--- config.mk ---
export PLATFORM = sky130hd
export DESIGN_NAME = data_ram_arbiter
export DESIGN_NICKNAME = d
export VERILOG_FILES = /design/src/rtl/data_ram_arbiter.sv
export SDC_FILE = /design/constraint.sdc
export NUM_CORES = 1
export LEC_CHECK = 0
export ABC_AREA = 1
export CAP_MARGIN = 40
export CORE_MARGIN = 10
export CORE_UTILIZATION = 20
export CTS_CLUSTER_SIZE = 28
export DETAILED_ROUTE_END_ITERATION = 8
export GPL_ROUTABILITY_DRIVEN = 0
export HOLD_SLACK_MARGIN = 0.02
export MAX_ROUTING_LAYER = met4
export PLACE_DENSITY = 0.89
export SYNTH_ARGS = -nofsm -noshare
export SYNTH_HDL_FRONTEND = slang
export SYNTH_SLANG_ARGS = --single-unit
--- constraint.sdc ---
create_clock -name clock -period 1.55 [get_ports clock]
set_input_delay 0.31 -clock clock [delete_from_list [all_inputs] [get_ports clock]]
set_output_delay 0.31 -clock clock [all_outputs]
set_load 0.01 [all_outputs]
--- src/rtl/data_ram_arbiter.sv ---
// -----------------------------------------------------------------------------
// data_ram_arbiter
//
// Purpose:
//   Arbitrates two requesters (port A = processor, port B = loader/debug) onto
//   one single-port synchronous data RAM. At most one port is granted per cycle
//   and the access completes in its grant cycle. Reads have one cycle of
//   latency. Read data comes back on the port that was granted in the
//   previous cycle.
//
// Handshake (both ports):
//   A port raises x_req together with x_we/x_addr/x_din. The grant x_gnt is
//   combinational in the same cycle. The access is taken on the rising edge
//   that ends a cycle in which x_gnt is high.
//   While x_req is high and x_gnt is low, the requester holds x_we, x_addr and
//   x_din stable. The requester may drop x_req in the cycle after a grant.
//   A granted read returns x_rvalid high for exactly the next cycle, with
//   x_rdata = ram_dout. x_rdata is 0 whenever x_rvalid is low.
//   A granted write never produces x_rvalid.
//
// Arbitration:
//   When both ports request, port A wins.
//   When DATA_ARB_STARVE_LIMIT_EN is defined, a counter tracks how many
//   consecutive cycles B has waited. When the count reaches STARVE_LIMIT, B is
//   granted that cycle regardless of A. The counter clears on a B grant or
//   when b_req is low.
//   When DATA_ARB_STARVE_LIMIT_EN is undefined, the counter is absent and A
//   has strict priority.
//
// Ports:
//   clock                    sole clock, rising edge
//   reset                    asynchronous, active-low reset
//   a_req/a_we/a_addr/a_din  port A request, write strobe, address, write data
//   a_gnt/a_rvalid/a_rdata   port A grant, read-data valid, read data
//   b_*                      port B, same meaning and widths as port A
//   ram_we/ram_addr/ram_din  RAM write strobe, address and write data
//   ram_dout                 RAM read data, one cycle after the address
//   dbg_last                 current LAST state (0 = IDLE, 1 = A, 2 = B)
//
// Configuration macro: DATA_ARB_STARVE_LIMIT_EN
// -----------------------------------------------------------------------------
module data_ram_arbiter #(
  parameter int ADDR_SIZE    = 18,
  parameter int WORD_SIZE    = 18,
  parameter int STARVE_LIMIT = 4
) (
  input  logic                 clock,
  input  logic                 reset,
  // port A
  input  logic                 a_req,
  input  logic                 a_we,
  input  logic [ADDR_SIZE-1:0] a_addr,
  input  logic [WORD_SIZE-1:0] a_din,
  output logic                 a_gnt,
  output logic                 a_rvalid,
  output logic [WORD_SIZE-1:0] a_rdata,
  // port B
  input  logic                 b_req,
  input  logic                 b_we,
  input  logic [ADDR_SIZE-1:0] b_addr,
  input  logic [WORD_SIZE-1:0] b_din,
  output logic                 b_gnt,
  output logic                 b_rvalid,
  output logic [WORD_SIZE-1:0] b_rdata,
  // RAM side
  output logic                 ram_we,
  output logic [ADDR_SIZE-1:0] ram_addr,
  output logic [WORD_SIZE-1:0] ram_din,
  input  logic [WORD_SIZE-1:0] ram_dout,
  // observability
  output logic [1:0]           dbg_last
);

  // Elaboration-time check of the starvation limit range.
  if (STARVE_LIMIT < 1 || STARVE_LIMIT > 15) begin : g_bad_starve_limit
    $error("data_ram_arbiter: STARVE_LIMIT must lie in 1..15");
  end

  typedef enum logic [1:0] {
    LAST_IDLE = 2'd0,
    LAST_A    = 2'd1,
    LAST_B    = 2'd2
  } last_t;

  last_t last;      // grant of the previous cycle
  logic  last_rd;   // that grant was a read (so its data is due this cycle)
  logic  force_b;   // starvation rule overrides A's priority this cycle

  // ---------------------------------------------------------------------------
  // Starvation counter (optional)
  // ---------------------------------------------------------------------------
`ifdef DATA_ARB_STARVE_LIMIT_EN
  logic [3:0] starve_cnt;

  // starve_cnt holds the number of cycles B has already waited.
  // B is forced through on the cycle in which that count hits the limit.
  assign force_b = b_req && (starve_cnt == 4'(STARVE_LIMIT));

  always_ff @(posedge clock or negedge reset) begin
    if (!reset) begin
      starve_cnt <= 4'd0;
    end else if (!b_req || b_gnt) begin
      starve_cnt <= 4'd0;
    end else begin
      starve_cnt <= starve_cnt + 4'd1;
    end
  end
`else
  assign force_b = 1'b0;
`endif

  // ---------------------------------------------------------------------------
  // Grants
  // ---------------------------------------------------------------------------
  // The reset term keeps both grants low while reset is held. It acts
  // asynchronously on the combinational path, exactly like the registers.
  assign b_gnt = reset && b_req && (!a_req || force_b);
  assign a_gnt = reset && a_req && !b_gnt;

  // ---------------------------------------------------------------------------
  // RAM request mux
  // ---------------------------------------------------------------------------
  always_comb begin
    ram_we   = 1'b0;
    ram_addr = '0;
    ram_din  = '0;
    if (a_gnt) begin
      ram_we   = a_we;
      ram_addr = a_addr;
      ram_din  = a_din;
    end else if (b_gnt) begin
      ram_we   = b_we;
      ram_addr = b_addr;
      ram_din  = b_din;
    end
  end

  // ---------------------------------------------------------------------------
  // LAST state: remembers who owned the RAM in the previous cycle
  // ---------------------------------------------------------------------------
  always_ff @(posedge clock or negedge reset) begin
    if (!reset) begin
      last    <= LAST_IDLE;
      last_rd <= 1'b0;
    end else if (a_gnt) begin
      last    <= LAST_A;
      last_rd <= !a_we;
    end else if (b_gnt) begin
      last    <= LAST_B;
      last_rd <= !b_we;
    end else begin
      last    <= LAST_IDLE;
      last_rd <= 1'b0;
    end
  end

  assign dbg_last = last;

  // ---------------------------------------------------------------------------
  // Read return
  // ---------------------------------------------------------------------------
  // A reset clears last/last_rd asynchronously. Any read that was in flight
  // across a reset therefore never produces rvalid.
  assign a_rvalid = (last == LAST_A) && last_rd;
  assign b_rvalid = (last == LAST_B) && last_rd;
  assign a_rdata  = a_rvalid ? ram_dout : '0;
  assign b_rdata  = b_rvalid ? ram_dout : '0;

endmodule

### Word level (Yosys, flattened, before mapping)

Index checks and enable logic that the tools add are counted.

* register bits after elaboration: 3
* input bits: 96
* word-level logic and storage cells: 26

* eq/ne operators: 2
* multiplexer cells: 12
* reduce and logical (&&, ||, !) cells: 10

Operator list (number)
* $mux 18: 6
* $logic_and 1x1->1: 6
* $logic_not 1->1: 4
* $mux 1: 4
* $mux 2: 2
* $eq 2x1->1 const B: 1
* $eq 2x2->1 const B: 1

### Depth between registers and ports, before layout

* depth in word-level cells: 5
* depth in mapped cells: 6

### Worst setup path after synthesis

OpenSTA, ideal clock, no wires.

* kind: register to output
* start: register last[1], in the netlist dbg_last[1]
* end: output a_rdata[10]
* arrival: 1.012 ns
* data required time: 1.240 ns
* slack: 0.228 ns
* stages on the path, launching flop included: 5
* path buffers: 1
* cell sequence: dfrtp_1 > nor2_1 > nand2_2 > buf_2 > nor2_1

* word-level cells in the longest chain between the ends: 3

RTL lines
* from (decl): RTL line 85 `last_t last;`
* from (signal assigned): RTL line 143 `last <= LAST_IDLE;`
* from (signal assigned): RTL line 146 `last <= LAST_A;`
* from (signal assigned): RTL line 149 `last <= LAST_B;`
* $eq 2x1->1: RTL line 164 `assign a_rvalid = (last == LAST_A) && last_rd;`
* $logic_and 1x1->1: RTL line 164
* $mux 18: RTL line 166 `assign a_rdata = a_rvalid ? ram_dout : '0;`
* to (decl): RTL line 56 `output logic [WORD_SIZE-1:0] a_rdata,`

No other way between the ends.

### Worst setup path in the final report

* start: register last[1], in the netlist dbg_last[1]
* end: output a_rdata[0]

The elaborated chain is that of the path after synthesis.

==> impl_metrics.json <==
{
  "synth_warnings": 0,
  "cts_num_sinks": 3,
  "max_freq_ghz": 0.598,
  "rsz0062_at_grt": "yes",
  "relSlewSlack": 0.876,
  "crit_arrival_ns": 1.36,
  "hold_viol_final": 0,
  "min_path_cells": 2,
  "cts_tree": "yes",
  "hold_end": "dbg_last[1]$_DFF_PN0_",
  "yosysTopAreaCell": "nand2_1",
  "fp.dieW_um": 84.6,
  "setup_tns_ns": -2.48,
  "antenna_found_initial": 0,
  "dp.cells": 423,
  "crit_fanout": 6,
  "syn_to_final_growth_pct": 264,
  "pwr-share-comb": 0.655,
  "power_switching_w": 0.000304,
  "multi_input_area_um2": 803,
  "worst_slack_ns": -0.123,
  "antenna_left": 0,
  "antenna_cells": 0,
  "synth-seq-area-share": 0.0901,
  "root_buffer": "clkbuf_8",
  "dp_slack_ns": -0.710,
  "layout.cells.non_filler": 452,
  "grt_pass1_wl_um": 10600,
  "vias": 2000,
  "p_sw_frac": 0.326,
  "dr.pass1.iters": 4,
  "clock_path_buffers": 2,
  "worst_setup_path_end_kind": "output port",
  "period_needed_ns": 1.67,
  "die_h_um": 84.6,
  "route.detailed.wl_per_inst_um": 17.0,
  "grt_max_degree": 30,
  "holdWs_ns": 0.320,
  "io_pins": 175,
  "syn-instance-count": 195,
  "grt_pass1_vias": 2054,
  "nets": 499,
  "synth-seq-cells": 3,
  "outcome": "finished, violations left",
  "setup_viol": 34,
  "regArea_um2": 75.1,
  "syn_area_um2": 833,
  "grt.total_usage": 0.183,
  "portBuffers": 174,
  "worstHoldStart": "a_req",
  "worstMarginPinSlew_ns": 0.186,
  "peakVddDrop_v": 0.000221,
  "dieArea_um2": 7150,
  "dp_hpwl_um": 5470,
  "avgSynthCellArea_um2": 4.27,
  "pwr-share-clk": 0.253,
  "clk_pin_slew_ns": 0.03,
  "initial_core_util": 0.207,
  "fillers": 289,
  "via_per_inst": 4.42,
  "overflow": 0,
  "drv_cap": 0,
  "syn_nets": 291,
  "hp-class": "input pin to flop",
  "violations": "negative setup slack",
  "cts_made_buffers": 3,
  "cp-start-kind": "flop",
  "p_seq_frac": 0.092,
  "core_um2": 4030,
  "pwr_density_cell_nw_per_um2": 307,
  "worst_ep_required_time_ns": 1.24,
  "p_int_w": 0.000629,
  "fin_crit_sh": 1.08,
  "synthDistinctLibCells": 11,
  "path_class": "flop to output port",
  "synth_top_area_share": 0.523,
  "drc": 0,
  "leakagePower_nw": 1.69,
  "htreeDepth": 1,
  "synth.area.top_cells": "nand2_1, nor2_1, inv_1",
  "drive_gt1_frac": 0.415,
  "wirelength_um": 7670,
  "drt_iter0_markers": 41,
  "core.rowCount": 23,
  "slew_violations": 0
}
## registers in the layout (all words and copies together), names as in the netlist
name and cells:
last_rd 1, dbg_last 2
## per-stage QoR
stage,util,instance area [µm²],total power (W)
floorplan,-,833,0.000232
global placement,0.674,2720,0.000651
detailed placement,0.674,2720,0.000660
CTS,0.673,2710,0.000879
global route,0.753,3030,0.000991
finish,0.753,3030,0.000933
## cell type report
| type | count | area share |
|---|---|---|
| Timing Repair Buffer | 213 | 0.644 |
| Multi-Input combinational cell | 157 | 0.265 |
| Inverter | 25 | 0.0309 |
| Sequential cell | 3 | 0.0247 |
| Tap cell | 50 | 0.0206 |
| Clock buffer | 4 | 0.0148 |
## layer usage
layer	part of all wire	GRT usage	vias to the layer above
met2	0.55	0.347	119
met4	0.017	0.0554	0
met3	0.070	0.0464	13
met1	0.36	0.178	899
met5	0	-	-
li1	-	-	969
## kinds of logic (layout without fill, tap and decap cells)
| logic type | after synthesis | in the layout | synth area share |
|---|---|---|---|
| AND/OR/NAND/NOR | 157 | 157 | 0.721 |
| buffers and inverters | 35 | 242 | 0.189 |
| flip-flops | 3 | 3 | 0.0901 |
## what timing repair did
item / CTS / global route
gates cloned: 4 / 0
pin swaps: 4 / 6
hold endpoints to repair: 3 / 0
resized for setup: 323 / 94
buffers inserted: 15 / 7
hold buffers: 1 / 0
setup endpoints to repair: 78 / 70
## Yosys cell counts
cell type    n
buf_2        6
nand3_2      1
nand2_2      1
buf_4        3
nor2_1      38
buf_6        1
dfrtp_1      3
inv_1       24
inv_2        1
nand2_1    116
nor2_2       1
## worst max path at each step
stage,slack (ns),startpoint,endpoint,depth (start not counted)
after detailed placement,-0.71,reset,ram_addr[13],7
after CTS,-0.05,last_rd$_DFF_PN0_,a_rdata[2],7
after global placement,-0.68,reset,ram_addr[13],7
final,-0.12,dbg_last[1]$_DFF_PN0_,a_rdata[0],6
after floorplan,0.23,dbg_last[1]$_DFF_PN0_,a_rdata[10],4
after global routing,-0.19,dbg_last[1]$_DFF_PN0_,a_rdata[16],6
## power by group through the flow
stage | combinational, W | clock, W | sequential, W
2_1_floorplan | 0.000144 | 0 | 0.0000876
3_3_place_gp | 0.000565 | 0 | 0.0000859
3_5_place_dp | 0.000574 | 0 | 0.0000860
4_1_cts | 0.000563 | 0.000231 | 0.0000854
5_1_grt | 0.000657 | 0.000247 | 0.0000862
6_report | 0.000610 | 0.000236 | 0.0000860
## cell usage in the layout (no fill, tap or decap), drive strengths merged
master | Yosys | routed
nand2 | 117 | 117
buf | 10 | 116
clkdlybuf4s50 | 0 | 92
nor2 | 39 | 39
inv | 25 | 25
clkbuf | 0 | 4
dfrtp | 3 | 3
dlygate4sd2 | 0 | 2
nand3 | 1 | 1
dlygate4sd3 | 0 | 1
clkdlybuf4s15 | 0 | 1
dlymetal6s2s | 0 | 1
## worst max-delay path: stages, from the launching register on
cell	delay (ns)
dfrtp_1	0.39
nor2_2	0.14
nand2_2	0.10
buf_6	0.13
buf_8	0.13
nor2_1	0.09
buf_2	0.14
Note: power is estimated with default switching activity, not from simulation.
